## src/rtl/st2mm_cpl_gen.sv

```systemverilog
// -----------------------------------------------------------------------------
// st2mm_cpl_gen
//
// Completion generator for the st2mm MMIO read path. When a read is issued,
// its completion header info is stored in a table indexed by the low bits of
// the tag. When the AXI-MM read response arrives, it is matched by rid. On a
// hit, one single-beat PCIe SS completion is emitted on the AXI-S TX port:
// CplD on OKAY/EXOKAY, or Cpl with CA status on SLVERR/DECERR. Responses that
// match no entry are dropped and flagged.
//
// Optional build macro: ST2MM_CPL_STATS_EN adds saturating event counters.
//
// Ports:
//   clk, rst_n    clock, asynchronous active-low reset
//   info_valid    capture info into the table entry selected by info.tag
//   info          t_cpl_hdr_info of the newly issued read
//   completer_id  function ID placed in every completion
//   mmio_r        AXI-MM read response (rid, rvalid, rresp, rdata)
//   mmio_rready   response accepted when rvalid && rready
//   tx_t*         AXI-S completion beat: header [255:0], payload [319:256]
//   err_orphan    one-cycle pulse: accepted response matched no valid entry
//   err_dup       one-cycle pulse: info written over an already valid entry
//   cpl_cnt, err_cpl_cnt, orphan_cnt, dup_cnt   (ST2MM_CPL_STATS_EN only)
// -----------------------------------------------------------------------------
package pcie_ss_hdr_pkg;
  localparam logic [7:0] FMT_TYPE_CPLD = 8'h4A;
  localparam logic [7:0] FMT_TYPE_CPL  = 8'h0A;
  localparam logic [2:0] CPL_STATUS_SC = 3'b000;
  localparam logic [2:0] CPL_STATUS_CA = 3'b100;

  // Power-user completion header, 256 bits; DW0 occupies bits [31:0].
  typedef struct packed {
    logic [127:0] rsvd_hi;     // [255:128]
    logic [31:0]  rsvd_dw3;    // [127:96]
    logic [15:0]  req_id;      // [95:80]
    logic [7:0]   tag_l;       // [79:72]
    logic         rsvd_dw2;    // [71]
    logic [6:0]   low_addr;    // [70:64]
    logic [15:0]  comp_id;     // [63:48]
    logic [2:0]   cpl_status;  // [47:45]
    logic         bcm;         // [44]
    logic [11:0]  byte_count;  // [43:32]
    logic [7:0]   fmt_type;    // [31:24]
    logic         tag_h;       // [23]
    logic [2:0]   tc;          // [22:20]
    logic         tag_m;       // [19]
    logic         attr_h;      // [18]
    logic [1:0]   rsvd_dw0;    // [17:16]
    logic         td;          // [15]
    logic         ep;          // [14]
    logic [1:0]   attr_l;      // [13:12]
    logic [1:0]   at;          // [11:10]
    logic [9:0]   length;      // [9:0]
  } PCIe_CplHdr_t;
endpackage

package st2mm_pkg;
  localparam int TAG_W = 10;

  typedef struct packed {
    logic [TAG_W-1:0] tag;
    logic [6:0]       lower_addr;
    logic [15:0]      requester_id;
    logic [9:0]       length;
    logic [2:0]       attr;
    logic [2:0]       tc;
  } t_cpl_hdr_info;

  localparam int CPL_HDR_INFO_WIDTH = $bits(t_cpl_hdr_info);

  typedef struct packed {
    logic [TAG_W-1:0] rid;
    logic             rvalid;
    logic [1:0]       rresp;
    logic [63:0]      rdata;
  } t_axi_mmio_r;

  localparam logic [1:0] RESP_SLVERR = 2'b10;
  localparam logic [1:0] RESP_DECERR = 2'b11;
endpackage

module st2mm_cpl_gen
  import pcie_ss_hdr_pkg::*;
  import st2mm_pkg::*;
#(
  parameter int NUM_TAGS = 64,
  parameter int TDATA_W  = 512
) (
  input  logic                              clk,
  input  logic                              rst_n,
  input  logic                              info_valid,
  input  logic [CPL_HDR_INFO_WIDTH-1:0]     info,
  input  logic [15:0]                       completer_id,
  input  logic [$bits(t_axi_mmio_r)-1:0]    mmio_r,
  output logic                              mmio_rready,
  output logic                              tx_tvalid,
  input  logic                              tx_tready,
  output logic [TDATA_W-1:0]                tx_tdata,
  output logic [TDATA_W/8-1:0]              tx_tkeep,
  output logic                              tx_tlast,
  output logic                              err_orphan,
  output logic                              err_dup
`ifdef ST2MM_CPL_STATS_EN
  ,
  output logic [15:0]                       cpl_cnt,
  output logic [15:0]                       err_cpl_cnt,
  output logic [15:0]                       orphan_cnt,
  output logic [15:0]                       dup_cnt
`endif
);

  localparam int IDX_W     = $clog2(NUM_TAGS);
  localparam int KEEP_W    = TDATA_W / 8;
  localparam int HDR_BYTES = 32;

  t_cpl_hdr_info        r_entry [NUM_TAGS];
  logic [NUM_TAGS-1:0]  r_vld;

  logic                 r_tvalid;
  logic [TDATA_W-1:0]   r_tdata;
  logic [KEEP_W-1:0]    r_tkeep;
  logic                 r_orphan;
  logic                 r_dup;

  t_cpl_hdr_info        w_info;
  t_axi_mmio_r          w_r;
  t_cpl_hdr_info        w_lu;
  logic [IDX_W-1:0]     w_widx;
  logic [IDX_W-1:0]     w_ridx;
  logic                 w_accept;
  logic                 w_hit;
  logic                 w_is_err;
  PCIe_CplHdr_t         w_hdr;
  logic [63:0]          w_payload;
  logic [KEEP_W-1:0]    w_keep;
  logic [TDATA_W-1:0]   w_tdata;

  assign w_info   = t_cpl_hdr_info'(info);
  assign w_r      = t_axi_mmio_r'(mmio_r);
  assign w_widx   = w_info.tag[IDX_W-1:0];
  assign w_ridx   = w_r.rid[IDX_W-1:0];
  // Lookup reads the pre-write table; a same-cycle write lands on the edge.
  assign w_lu     = r_entry[w_ridx];
  assign w_hit    = r_vld[w_ridx] && (w_lu.tag == w_r.rid);
  assign w_is_err = (w_r.rresp == RESP_SLVERR) || (w_r.rresp == RESP_DECERR);

  // One-deep output stage: accept whenever the slot is empty or draining.
  assign mmio_rready = !r_tvalid || tx_tready;
  assign w_accept    = w_r.rvalid && mmio_rready;

  always_comb begin
    w_hdr                  = '0;
    w_payload              = '0;
    w_keep                 = '0;
    w_keep[HDR_BYTES-1:0]  = '1;
    w_hdr.req_id           = w_lu.requester_id;
    w_hdr.tag_l            = w_lu.tag[7:0];
    w_hdr.tag_m            = w_lu.tag[8];
    w_hdr.tag_h            = w_lu.tag[9];
    w_hdr.low_addr         = w_lu.lower_addr;
    w_hdr.comp_id          = completer_id;
    w_hdr.byte_count       = {w_lu.length, 2'b00};
    w_hdr.tc               = w_lu.tc;
    w_hdr.attr_h           = w_lu.attr[2];
    w_hdr.attr_l           = w_lu.attr[1:0];
    if (w_is_err) begin
      w_hdr.fmt_type   = FMT_TYPE_CPL;
      w_hdr.cpl_status = CPL_STATUS_CA;
      w_hdr.length     = '0;
    end else begin
      w_hdr.fmt_type   = FMT_TYPE_CPLD;
      w_hdr.cpl_status = CPL_STATUS_SC;
      w_hdr.length     = w_lu.length;
      if (w_lu.length == 10'd1) begin
        // A single DW sits in the upper half of the 64-bit bus when addr[2] is set.
        w_payload[31:0]          = w_lu.lower_addr[2] ? w_r.rdata[63:32] : w_r.rdata[31:0];
        w_keep[HDR_BYTES +: 4]   = '1;
      end else begin
        w_payload                = w_r.rdata;
        w_keep[HDR_BYTES +: 8]   = '1;
      end
    end
    w_tdata          = '0;
    w_tdata[255:0]   = w_hdr;
    w_tdata[319:256] = w_payload;
  end

  // Table payload carries no reset; only the valid bits are controlled.
  always_ff @(posedge clk) begin
    if (info_valid) r_entry[w_widx] <= w_info;
  end

  always_ff @(posedge clk or negedge rst_n) begin
    if (!rst_n) begin
      r_vld <= '0;
    end else begin
      if (w_accept && w_hit) r_vld[w_ridx] <= 1'b0;
      // Placed last so a same-index write overrides the lookup clear.
      if (info_valid)        r_vld[w_widx] <= 1'b1;
    end
  end

  always_ff @(posedge clk or negedge rst_n) begin
    if (!rst_n) begin
      r_tvalid <= 1'b0;
      r_tdata  <= '0;
      r_tkeep  <= '0;
      r_orphan <= 1'b0;
      r_dup    <= 1'b0;
    end else begin
      if (w_accept && w_hit) begin
        r_tvalid <= 1'b1;
        r_tdata  <= w_tdata;
        r_tkeep  <= w_keep;
      end else if (tx_tready) begin
        r_tvalid <= 1'b0;
      end
      r_orphan <= w_accept && !w_hit;
      r_dup    <= info_valid && r_vld[w_widx];
    end
  end

  assign tx_tvalid  = r_tvalid;
  assign tx_tdata   = r_tdata;
  assign tx_tkeep   = r_tkeep;
  assign tx_tlast   = r_tvalid;
  assign err_orphan = r_orphan;
  assign err_dup    = r_dup;

`ifdef ST2MM_CPL_STATS_EN
  function automatic logic [15:0] sat_inc(input logic [15:0] v);
    return (v == 16'hFFFF) ? v : v + 16'd1;
  endfunction

  logic r_is_ca;
  logic w_tx_hs;
  assign w_tx_hs = r_tvalid && tx_tready;

  always_ff @(posedge clk or negedge rst_n) begin
    if (!rst_n) begin
      r_is_ca     <= 1'b0;
      cpl_cnt     <= '0;
      err_cpl_cnt <= '0;
      orphan_cnt  <= '0;
      dup_cnt     <= '0;
    end else begin
      if (w_accept && w_hit)        r_is_ca     <= w_is_err;
      if (w_tx_hs && !r_is_ca)      cpl_cnt     <= sat_inc(cpl_cnt);
      if (w_tx_hs && r_is_ca)       err_cpl_cnt <= sat_inc(err_cpl_cnt);
      if (w_accept && !w_hit)       orphan_cnt  <= sat_inc(orphan_cnt);
      if (info_valid && r_vld[w_widx]) dup_cnt  <= sat_inc(dup_cnt);
    end
  end
`endif

endmodule

```

## config.mk

```make
export PLATFORM = sky130hd
export DESIGN_NAME = st2mm_cpl_gen
export DESIGN_NICKNAME = d
export VERILOG_FILES = /design/src/rtl/st2mm_cpl_gen.sv
export SDC_FILE = /design/constraint.sdc
export NUM_CORES = 2
export LEC_CHECK = 0
export ABC_AREA = 1
export BUFFER_PORTS_ARGS = -buffer_cell sky130_fd_sc_hd__buf_2
export CAP_MARGIN = 10
export CORE_MARGIN = 2
export CORE_UTILIZATION = 35
export CTS_CLUSTER_SIZE = 40
export DETAILED_ROUTE_END_ITERATION = 16
export HOLD_SLACK_MARGIN = 0.06
export PLACE_DENSITY_LB_ADDON = 0.25
export SLEW_MARGIN = 15
export SYNTH_ARGS = -nofsm -noshare
export SYNTH_HDL_FRONTEND = slang
export SYNTH_SLANG_ARGS = --single-unit
```

## constraint.sdc

```tcl
create_clock -name clk -period 5.15 [get_ports clk]
set_input_delay 0.515 -clock clk [delete_from_list [all_inputs] [get_ports clk]]
set_output_delay 0.515 -clock clk [all_outputs]
set_load 0.1 [all_outputs]
```

==> out/qor.csv <==
stage,metric,value,unit
worst_setup_path,worstPathRequired,5990,ps
worst_setup_path,crit_path_end_kind,flip-flop,
worst_setup_path,worst_setup_path_start_kind,input pin,
clock_network,cts_tree,done,
sta,finalSetupViolations,0,
route,remaining_drc_errors,0,
yosys,yosys_most_used_dff,edfxtp_1,
die,start_util,35.1,%
global_route,grt_max_degree,130,
clock_network,cts-root-buf,clkbuf_16,
clock_network,cts_setup_buffers,0,
sta,final.setup.tns,0,ps
clock_network,ctsResizeCount,0,
die,die_x,626,um
global_route,grt_overflow,0,
global_route,antenna_found_initial,35,
clock_network,clk_pin_slew,60,ps
final_layout,drive_gt1_share,10.5,%
worst_setup_path,path_max_fanout,64,
clock_network,cts_made_buffers,349,
final_layout,syn2layout_area_growth,15.1,%
run,drv_cap,0,
place,dp_hpwl,237000,um
place,portBuffers,332,
sta,layout_setup_ws,1120,ps
yosys,synth-edff-count,3136,
yosys,avgSynthCellArea,12.2,sq um
sta,timing.final.crit_share,78.2,%
sta,finalMaxSlewViolations,0,
power_and_ir_drop,leakagePower,58.9,nW
clock_network,htreeDepth,5,
route,first_iter_violations,10716,
sta,rsz0062_at_grt,false,
place,post-place-ws,704,ps
final_layout,final_net_count,11808,
sta,holdWs,140,ps
clock_network,cts_buffer_depth,4,
die,die_h,626,um
global_route,grt_pass1_vias,81047,
sta,max_slew_margin,23.6,%
die,ios,727,
yosys,async_flop_share,6.28,%
clock_network,holdBufCountCts,113,
worst_setup_path,criticalPathCategory,in2reg,
yosys,ys.warnings.count,0,
route,first_pass_iters,6,
global_route,grt_pass1_wl,618000,um
power_and_ir_drop,powerDensity,384,mW/mm^2
route,vias,88186,
yosys,seq_area_frac_synth,73.4,%
hold_path,hold_class,in2reg,
clock_network,cts_sinks,3346,
yosys,yosys.cell_types.count,35,
die,num_rows,228,
power_and_ir_drop,worst_ir_drop_vdd,0.303,mV
die,coreArea,0.386,sq mm
sta,tightest_slew,1150,ps
global_route,grtUsageTotal,22.0,%
sta,finClkSkew,68.8,ps
yosys,syn-cell-area,0.136,sq mm
route,drt-total-wl,445000,um
power_and_ir_drop,p_total,59.9,mW
route,drt-wirelength-per-cell,25.9,um
run_status,status,"complete, no violations",
die,dieArea,0.392,sq mm
sta,fin_crit,4030,ps
sta,max_clock_freq,248,MHz
worst_setup_path,arrival,4860,ps
route,vias_per_cell,5.15,
sta,hold_viol,0,
yosys,ys_ff_latch,3346,
yosys,syn_inst,11150,
place,routabilityCongestion,0.835,
final_layout,fin_util,40.4,%
route,antenna_left,0,
clock_network,worstSkewPairLatency,960,ps
==> cell families after synthesis <==
family                 Yosys count  synth area share, %
buffers and inverters         1563                 5.82
AOI/OAI and AO/OA             1084                 5.64
and+or+nand+nor               5156                 15.2
DFF                           3346                 73.4
other                            1              0.00277
==> power breakdown <==
part | total (mW) | leakage (nW) | internal, mW | switching [mW]
registers | 30.2 | 31.0 | 30.0 | 0.133
clock network | 24.9 | 5.39 | 14.2 | 10.7
logic | 4.84 | 22.5 | 0.887 | 3.95
==> cell type report <==
type / instances / area (sq um)
antenna: 20 / 50.0
clock buffer: 447 / 9320
clock inverter: 184 / 1780
fill: 36159 / 230000
inverter: 563 / 2140
multi-input combinational: 6633 / 30300
sequential: 3346 / 99400
tap: 5175 / 6470
timing repair buffer: 769 / 6460
==> registers in the layout (all words and copies together), names as in the netlist <==
register    cells
err_orphan      1
r_vld          64
err_dup         1
tx_tlast        1
r_entry      3136
tx_tdata      140
tx_tkeep        3
==> synth_stat cells, types with 86 or more instances <==
| cell | n | area, sq um |
|---|---|---|
| a21oi_1 | 92 | 460 |
| a221oi_1 | 228 | 2000 |
| a22o_1 | 111 | 972 |
| a22oi_1 | 265 | 1990 |
| buf_1 | 86 | 323 |
| buf_2 | 223 | 1120 |
| buf_4 | 451 | 3390 |
| clkbuf_1 | 233 | 875 |
| dfrtp_1 | 210 | 5260 |
| edfxtp_1 | 3136 | 94200 |
| inv_1 | 550 | 2060 |
| nand2_1 | 4015 | 15100 |
| nand3_1 | 377 | 1890 |
| nand4_1 | 219 | 1370 |
| nor2_1 | 472 | 1770 |
| o21ai_0 | 247 | 1240 |
==> worst paths after layout <==
path	startpoint	to	slack, ps	cells past startpoint
worst max-delay path	mmio_r[69]	tx_tdata[260]	1120	23
worst min-delay path	mmio_r[66]	err_orphan	140	4
worst max register to register	r_entry[48][45]	tx_tdata[77]	1540	16
worst min register to register	r_vld[25]	r_vld[25]	470	2
max in group asynchronous	rst_n	r_vld[54]	3720	3
min in group asynchronous	rst_n	tx_tdata[287]	180	2
==> metal layers <==
metal | up-vias | GRT usage [%] | part of all wire [%] | routed length [um]
li1 | 39066 | - | - | -
met1 | 44453 | 30.8 | 43 | 189000
met2 | 3926 | 35.3 | 46 | 206000
met3 | 729 | 3.08 | 7.9 | 35000
met4 | 12 | 6.67 | 3.2 | 14300
met5 | - | 0 | 0.019 | 83
==> critical path: stages <==
cell and delay [ps]:
buf_4 180, clkinv_2 110, nand2_1 190, buf_4 310, nor2_4 670, buf_12 280, buf_4 320, nand2_1 90
nand2_1 70, nor2_1 40, nand2_1 50, nand2_1 60, nand2_1 90, nor2_1 40, nand2_1 240, nor2_1 90
nand2_2 130, buf_12 290, o21ai_0 170, nand2_1 90, dlygate4sd3_1 550, nand3_1 80, nand2_1 100
==> stage by stage <==
stage	area, sq um	instances
floorplan	137000	11542
global placement	144000	16371
detailed placement	144000	16371
CTS	156000	17115
global route	156000	17129
finish	156000	17137
==> cell usage in the layout, fill, tap and decap left out, types with 81 or more instances in the layout <==
master	count
buf_12	96
nor2_1	395
a21oi_1	92
nand2_1	4011
conb_1	393
buf_4	230
dlygate4sd3_1	114
clkinv_1	81
dfrtp_1	210
edfxtp_1	3136
o21ai_0	247
clkbuf_1	82
clkbuf_16	354
a221oi_1	228
buf_2	326
nand3_1	376
nand4_1	219
inv_1	550
a22oi_1	265
a22o_1	111
Power figures use the tool's default switching activity.
